`src/rtl/ifetch_router.sv`:
```
// Instruction-fetch router: decodes each fetch to one of NrTargets targets and returns responses in grant order.
// Latency: request/grant are combinational; responses pass through combinationally, unmapped fetches answer one cycle after grant.
// Backpressure: no grant while MaxOutstanding fetches are pending; otherwise the grant follows the selected target.
module ifetch_router #(
  parameter int unsigned NrTargets      = 2,
  parameter int unsigned AddrWidth      = 32,
  parameter int unsigned DataWidth      = 32,
  parameter int unsigned MaxOutstanding = 2
) (
  input  logic                                clk_i,
  input  logic                                rst_ni,
  input  logic                                instr_req_i,
  input  logic [AddrWidth-1:0]                instr_addr_i,
  output logic                                instr_gnt_o,
  output logic                                instr_rvalid_o,
  output logic [DataWidth-1:0]                instr_rdata_o,
  output logic                                instr_err_o,
  input  logic [NrTargets-1:0][AddrWidth-1:0] cfg_addr_base_i,
  input  logic [NrTargets-1:0][AddrWidth-1:0] cfg_addr_mask_i,
  output logic [NrTargets-1:0]                tgt_req_o,
  output logic [AddrWidth-1:0]                tgt_addr_o,
  input  logic [NrTargets-1:0]                tgt_gnt_i,
  input  logic [NrTargets-1:0]                tgt_rvalid_i,
  input  logic [NrTargets-1:0][DataWidth-1:0] tgt_rdata_i,
  input  logic [NrTargets-1:0]                tgt_err_i,
  output logic                                proto_err_o
);

  localparam int unsigned IdWidth  = $clog2(NrTargets + 1);
  localparam int unsigned PtrWidth = (MaxOutstanding > 1) ? $clog2(MaxOutstanding) : 1;
  localparam int unsigned CntWidth = $clog2(MaxOutstanding + 1);
  // Target index NrTargets marks a fetch that hit no address window.
  localparam logic [IdWidth-1:0] UnmappedId = IdWidth'(NrTargets);

  logic [MaxOutstanding-1:0][IdWidth-1:0] fifo_q, fifo_d;
  logic [PtrWidth-1:0] wptr_q, wptr_d, rptr_q, rptr_d;
  logic [CntWidth-1:0] cnt_q, cnt_d;
  logic                proto_err_q, proto_err_d;

  logic [IdWidth-1:0] dec_id, head_id;
  logic full, empty, push, pop, stray;

  function automatic logic [PtrWidth-1:0] ptr_inc(input logic [PtrWidth-1:0] p);
    return (p == PtrWidth'(MaxOutstanding - 1)) ? '0 : p + 1'b1;
  endfunction

  assign full        = (cnt_q == CntWidth'(MaxOutstanding));
  assign empty       = (cnt_q == '0);
  assign head_id     = fifo_q[rptr_q];
  assign tgt_addr_o  = instr_addr_i;
  assign proto_err_o = proto_err_q;

  // Address decode: walk downwards so the lowest matching target wins.
  always_comb begin
    dec_id = UnmappedId;
    for (int k = int'(NrTargets) - 1; k >= 0; k--) begin
      if ((instr_addr_i & cfg_addr_mask_i[k]) == cfg_addr_base_i[k]) dec_id = IdWidth'(k);
    end
  end

  // Request steering and grant; unmapped fetches are granted locally.
  always_comb begin
    tgt_req_o   = '0;
    instr_gnt_o = 1'b0;
    if (!full) begin
      if (dec_id == UnmappedId) begin
        instr_gnt_o = instr_req_i;
      end else begin
        for (int k = 0; k < int'(NrTargets); k++) begin
          if (dec_id == IdWidth'(k)) begin
            tgt_req_o[k] = instr_req_i;
            instr_gnt_o  = tgt_gnt_i[k];
          end
        end
      end
    end
  end

  assign push = instr_req_i & instr_gnt_o;

  // Response mux from the head-of-queue target; stray responses are flagged.
  always_comb begin
    instr_rvalid_o = 1'b0;
    instr_rdata_o  = '0;
    instr_err_o    = 1'b0;
    stray          = 1'b0;
    if (!empty) begin
      if (head_id == UnmappedId) begin
        instr_rvalid_o = 1'b1;
        instr_err_o    = 1'b1;
      end else begin
        for (int k = 0; k < int'(NrTargets); k++) begin
          if (head_id == IdWidth'(k)) begin
            instr_rvalid_o = tgt_rvalid_i[k];
            instr_rdata_o  = tgt_rdata_i[k];
            instr_err_o    = tgt_err_i[k];
          end
        end
      end
    end
    for (int k = 0; k < int'(NrTargets); k++) begin
      if (tgt_rvalid_i[k] && (empty || head_id != IdWidth'(k))) stray = 1'b1;
    end
  end

  assign pop = instr_rvalid_o;

  // Next-state for the ID queue, its pointers/count and the sticky error.
  always_comb begin
    fifo_d      = fifo_q;
    wptr_d      = wptr_q;
    rptr_d      = rptr_q;
    cnt_d       = cnt_q;
    proto_err_d = proto_err_q | stray;
    if (push) begin
      fifo_d[wptr_q] = dec_id;
      wptr_d         = ptr_inc(wptr_q);
    end
    if (pop) rptr_d = ptr_inc(rptr_q);
    case ({push, pop})
      2'b10:   cnt_d = cnt_q + 1'b1;
      2'b01:   cnt_d = cnt_q - 1'b1;
      default: cnt_d = cnt_q;
    endcase
  end

  // State registers; reset empties the queue and clears the error flag.
  always_ff @(posedge clk_i or negedge rst_ni) begin
    if (!rst_ni) begin
      fifo_q      <= '0;
      wptr_q      <= '0;
      rptr_q      <= '0;
      cnt_q       <= '0;
      proto_err_q <= 1'b0;
    end else begin
      fifo_q      <= fifo_d;
      wptr_q      <= wptr_d;
      rptr_q      <= rptr_d;
      cnt_q       <= cnt_d;
      proto_err_q <= proto_err_d;
    end
  end

endmodule

```
`config.mk`:
```
export PLATFORM = sky130hd
export DESIGN_NAME = ifetch_router
export DESIGN_NICKNAME = d
export VERILOG_FILES = /design/src/rtl/ifetch_router.sv
export SDC_FILE = /design/constraint.sdc
export NUM_CORES = 1
export LEC_CHECK = 0
export CELL_PAD_IN_SITES_DETAIL_PLACEMENT = 0
export CELL_PAD_IN_SITES_GLOBAL_PLACEMENT = 1
export CORE_MARGIN = 10
export CORE_UTILIZATION = 14
export DETAILED_ROUTE_END_ITERATION = 10
export HOLD_SLACK_MARGIN = 0.12
export PLACE_DENSITY_LB_ADDON = 0.1
export SKIP_CTS_REPAIR_TIMING = 1
export SLEW_MARGIN = 5
export SYNTH_ARGS = -nofsm -noshare
export SYNTH_HDL_FRONTEND = slang
export SYNTH_SLANG_ARGS = --single-unit
```
`constraint.sdc`:
```
create_clock -name clk_i -period 2.8 [get_ports clk_i]
set_input_delay 0.7 -clock clk_i [delete_from_list [all_inputs] [get_ports clk_i]]
set_output_delay 0.7 -clock clk_i [all_outputs]
set_load 0.05 [all_outputs]
```
# After elaboration in Yosys (flattened, before gate mapping)
# Cells that the tools add are included.
totals:
  regBits: 9
  out_inout_bits: 70
op_classes:
  n_addsub: 4
  order_cmp: 3
  n_eq_ne: 10
  mux: 32
  n_bitwise: 4
  n_reduce_logical: 10
ops:
  columns: ["op", "n"]
  rows:
  - ["$mux 32", 4]
  - ["$and 32x32->32", 2]
  - ["$eq 32x32->1", 2]
  - ["$mux 1", 18]
  - ["$mux 2", 7]
  - ["$eq 2x2->1 const B", 4]
  - ["$eq 2x1->1 const B", 3]
  - ["$logic_not 2->1", 3]
  - ["$bwmux 4", 1]
  - ["$lt 1x2->1 const B", 2]
  - ["$pmux 2 s2", 1]
  - ["$reduce_bool 2->1", 2]
  - ["$logic_and 1x1->1", 3]
  - ["$add 1x1->1 const B", 2]
  - ["$add 2x1->2 const B", 1]
  - ["$demux 2 s1", 1]
  - ["$logic_or 1x1->1", 2]
  - ["$ne 2x1->1 const B", 1]
  - ["$sub 2x1->2 const B", 1]
  - ["$and 1x1->1", 1]
  - ["$ge 1x1->1 const B", 1]
  - ["$or 1x1->1", 1]

# Longest topological paths before layout
logic_depth:
  ltp_word: 12
  ltp_mapped: 11

# Least setup slack after synthesis
# OpenSTA, ideal clock, no wires.
synth_timing:
  kind: "input port to output port"
  start: "input cfg_addr_mask_i[4] (netlist name)"
  end: "output instr_gnt_o"
  arrival_time_ns: 2.623
  required_time_ns: 2.100
  setup_slack_ns: -0.523
  cell_stages: 6
  cell_sequence: "a21o_1 > a211oi_2 > nand4_1 > or4_4 > buf_2 > a21oi_1"
synth_between:
  elab_chain_len: 8
synth_rtl:
  columns: ["item", "line", "rtl"]
  rows:
  - ["from (decl)", "19", "input logic [NrTargets-1:0][AddrWidth-1:0] cfg_addr_mask_i,"]
  - ["$and 32x32->32 (*)", "57", "if ((instr_addr_i & cfg_addr_mask_i[k]) == cfg_addr_base_i[k]) dec_id = IdWidth'(k);"]
  - ["$eq 32x32->1 (*)", "57", null]
  - ["$mux 2 (*)", "57", null]
  - ["$logic_not 2->1", "70", "if (dec_id == IdWidth'(k)) begin"]
  - ["$mux 1 (2 in a row)", "70", null]
  - ["$mux 1 (*)", "66", "if (dec_id == UnmappedId) begin"]
  - ["$mux 1 (*)", "65", "if (!full) begin"]
  - ["to (decl)", "14", "output logic instr_gnt_o,"]
# Mark *: on every way between the ends. The rest lies on a longest branch, timed or not.

# Worst setup path in the final report
layout_timing:
  start: "input instr_addr_i[9]"
  end: "output instr_gnt_o"
layout_between:
  elab_chain_len: 9
layout_rtl:
  columns: ["item", "line", "rtl"]
  rows:
  - ["from (decl)", "13", "input logic [AddrWidth-1:0] instr_addr_i,"]
  - ["$and 32x32->32", "57", null]
  - ["$eq 32x32->1", "57", null]
  - ["$mux 2", "57", null]
  - ["$mux 2 (*)", "57", null]
  - ["$logic_not 2->1", "70", null]
  - ["$mux 1 (2 in a row)", "70", null]
  - ["$mux 1 (*)", "66", null]
  - ["$mux 1 (*)", "65", null]
# Marked as above.

==> flow_summary.toml <==
[cells_and_area]
stdcell_count = 876
final_cell_mix = "sky130_fd_sc_hd__dlymetal6s2s_1, sky130_fd_sc_hd__clkdlybuf4s50_1, sky130_fd_sc_hd__buf_12, sky130_fd_sc_hd__buf_4, sky130_fd_sc_hd__a21oi_1"
design.final.nets = 887
mostFrequentLayoutCell = "sky130_fd_sc_hd__dlymetal6s2s_1"
flow.area_growth_from_synthesis_pct = 200
proportion_of_layout_cells_with_a_drive_suffix_above_1 = 0.314
final.fill_count = 1626

[setup_path]
critPathArrivalTime_ps = 2450
r2r_slack_ps = 700
critPathMaxFanout = 3
worst_ep_required_time_ps = 2100
regToRegStartpoint = "rptr_q$_DFFE_PN0P_"
worstSetupPathType = "input pin to output pin"
critical_path.startpoint_type = "input pin"
reg2reg_depth = 9
crit_path_end_kind = "output pin"
timing.rr.end = "cnt_q[1]$_DFFE_PN0P_"

[drt]
routed_wl_um = 17600
postRouteAntennaNets = 0
count_of_tritonroute_iterations_in_the_first_routing_pass = 4
remaining_drc_errors = 0
routed-via-count = 3896
average_routed_wire_per_standard_cell_um = 20.1
detail_route.vias_per_cell = 4.45
initialDrtViolationCount = 77

[floorplan]
floorplan.die_area_um2 = 22300
num_io_pins = 303
dieHeight_um = 149
die_width_um = 149
row_count = 47
initial_utilization = 0.142
design.core.area_um2 = 16500

[sta]
timing.fmax_mhz = 317
finalSetupViolCount = 4
finalWorstSetupSlack_ps = -352
layout_min_cycle_time_ps = 3150
grt_setup_unrepaired = "true"
report.final.hold_viol_count = 0
share_of_the_clock_period_used_by_the_worst_path_after_layout = 1.13
max-slew-margin-rel = 0.642
skew_ps = 1.19
finalMaxSlewViolations = 0
max_slew.worst_pin.slew_ps = 535

[synthesis]
synth_fp_nets = 568
synth_top_cell_by_area = "sky130_fd_sc_hd__a21oi_1"
syn_area_um2 = 2340
avgSynthCellArea_um2 = 7.02
postSynthRegisterBits = 9
synthCells = 334
synth.distinct_cells = 40
yosys.area.top_type_share = 0.107
synth.yosys.warnings = 0
ys_seq_area_frac = 0.0961
dominant_cells_by_area_after_synthesis = "sky130_fd_sc_hd__a21oi_1, sky130_fd_sc_hd__buf_4, sky130_fd_sc_hd__dfrtp_1"

[placed_design]
dpl.cell_count = 863
detailed_place_hpwl_um = 15800
port_buffers = 302
pre_cts_slack_ps = -973
gpl.final_weighted_congestion = 0.797

[global_routing]
number_of_global_route_vias_before_repair = 4196
grt_max_degree = 21
number_of_antenna_violations_at_the_first_check_in_global_routing = 5
grt_pass1_wl_um = 25100
remaining_global_route_overflow = 0
grt.total_usage = 0.145

[cts]
cts_tree = "done"
clock_tree.buffer_depth = 2
cts_inserted_buffers = 3
cts.sink_count = 9
cts_clk_pin_slew_worst_paths_ps = 40
cts_htree_levels = 1
clock_tree.root_cell = "sky130_fd_sc_hd__clkbuf_16"
worst_skew_pair.late_latency_ps = 230

[hold_path]
worst_hold_startpoint = "proto_err_o$_DFF_PN0_"
worstHoldEndpoint = "proto_err_o$_DFF_PN0_"
timing.hold.worst.class = "register to register"
worstHoldPathCells = 2

[outcome]
failing_checks = "setup timing"
outcome = "finished, violations left"

[power]
pwr_density_cell_nw_per_um2 = 405
power.static_leakage_nw = 4.08
peakVddDrop_mv = 0.283
fin_total_pwr_mw = 2.85

[run]
maxCapViolations = 0
[sequential cells by signal (all words and copies together), names as in the netlist]
register     count
rptr_q           1
cnt_q            2
wptr_q           1
proto_err_o      1
fifo_q           4
[metal layers]
layer	part of all wire	track usage
met4	0.0083	0.0221
met2	0.51	0.272
met1	0.35	0.145
met3	0.13	0.0667
met5	0.00074	0
[logic make-up (layout without fill, tap and decap cells)]
kind of cell,Yosys count,in the layout,share of synthesized area
AO/OA/AOI/OAI,150,150,0.446
adder cells (fa/ha/maj),1,1,0.00534
XOR/XNOR,4,4,0.0149
multiplexers,4,4,0.0181
other,0,4,0
buffers and inverters,45,363,0.125
AND/OR/NAND/NOR,121,121,0.295
flip-flops,9,9,0.0961
[cell usage after synthesis (all sizes together)]
library cell,n
a21o,16
nand4,8
and3b,16
o21bai,1
mux2i,2
xnor2,2
o22ai,1
mux2,2
dfrtp,9
o2bb2ai,2
o21a,1
nand2,32
nor2,7
o21ai,6
a21boi,16
xor2,2
ha,1
nand3,16
nor3,1
buf,35
or4,1
and2,2
or2,1
a22o,21
inv,4
nor2b,1
nand2b,2
o32ai,1
a221o,1
o211ai,1
and3,32
a21oi,50
a31oi,1
clkbuf,6
o22a,16
a211oi,16
nor4,1
nand3b,1
[worst max-delay path, stage by stage]
cell                       delay (ps)
sky130_fd_sc_hd__clkbuf_2         110
sky130_fd_sc_hd__buf_6            130
sky130_fd_sc_hd__a21o_1           170
sky130_fd_sc_hd__a211oi_2         190
sky130_fd_sc_hd__nand4_1          200
sky130_fd_sc_hd__nor4_4           400
sky130_fd_sc_hd__mux2i_2          320
sky130_fd_sc_hd__a21oi_4           90
sky130_fd_sc_hd__buf_12           150
[layout make-up]
| class | count | area (um^2) | share of cell area |
|---|---|---|---|
| repair buffers | 355 | 4370 | 0.622 |
| diodes | 4 | 10.0 | 0.00142 |
| flip-flops and latches | 9 | 226 | 0.0322 |
| well taps | 220 | 275 | 0.0391 |
| inverters | 4 | 15.0 | 0.00213 |
| clock buffers | 4 | 78.8 | 0.0112 |
| multi-input cells | 280 | 2060 | 0.292 |
[per-stage QoR]
stage                      util  hold WS, ps  setup TNS, ps  instance area (um^2)
final                     0.426          482          -1020                  7040
after floorplan               -          404           -609                  2410
after CTS                 0.398          491          -4990                  6570
after detailed placement  0.393          483          -6610                  6490
after global routing      0.426          528          -1550                  7030
after global placement    0.393          466          -6430                  6490
[how the worst max path moves through the flow]
stage | from | endpoint
after floorplan | cfg_addr_mask_i[28] | instr_gnt_o
after global placement | instr_addr_i[28] | tgt_req_o[1]
after detailed placement | instr_addr_i[24] | instr_gnt_o
after CTS | instr_addr_i[24] | instr_gnt_o
after global routing | instr_addr_i[27] | instr_gnt_o
final | instr_addr_i[9] | instr_gnt_o
[where the power goes]
group / total [mW] / leakage [nW] / internal [mW] / switching, mW
Clock: 0.250 / 0.0382 / 0.190 / 0.0603
Combinational: 2.36 / 3.94 / 1.20 / 1.17
Sequential: 0.233 / 0.102 / 0.178 / 0.0547
Total: 2.85 / 4.08 / 1.56 / 1.28
Note: power is estimated with default switching activity, not from simulation.
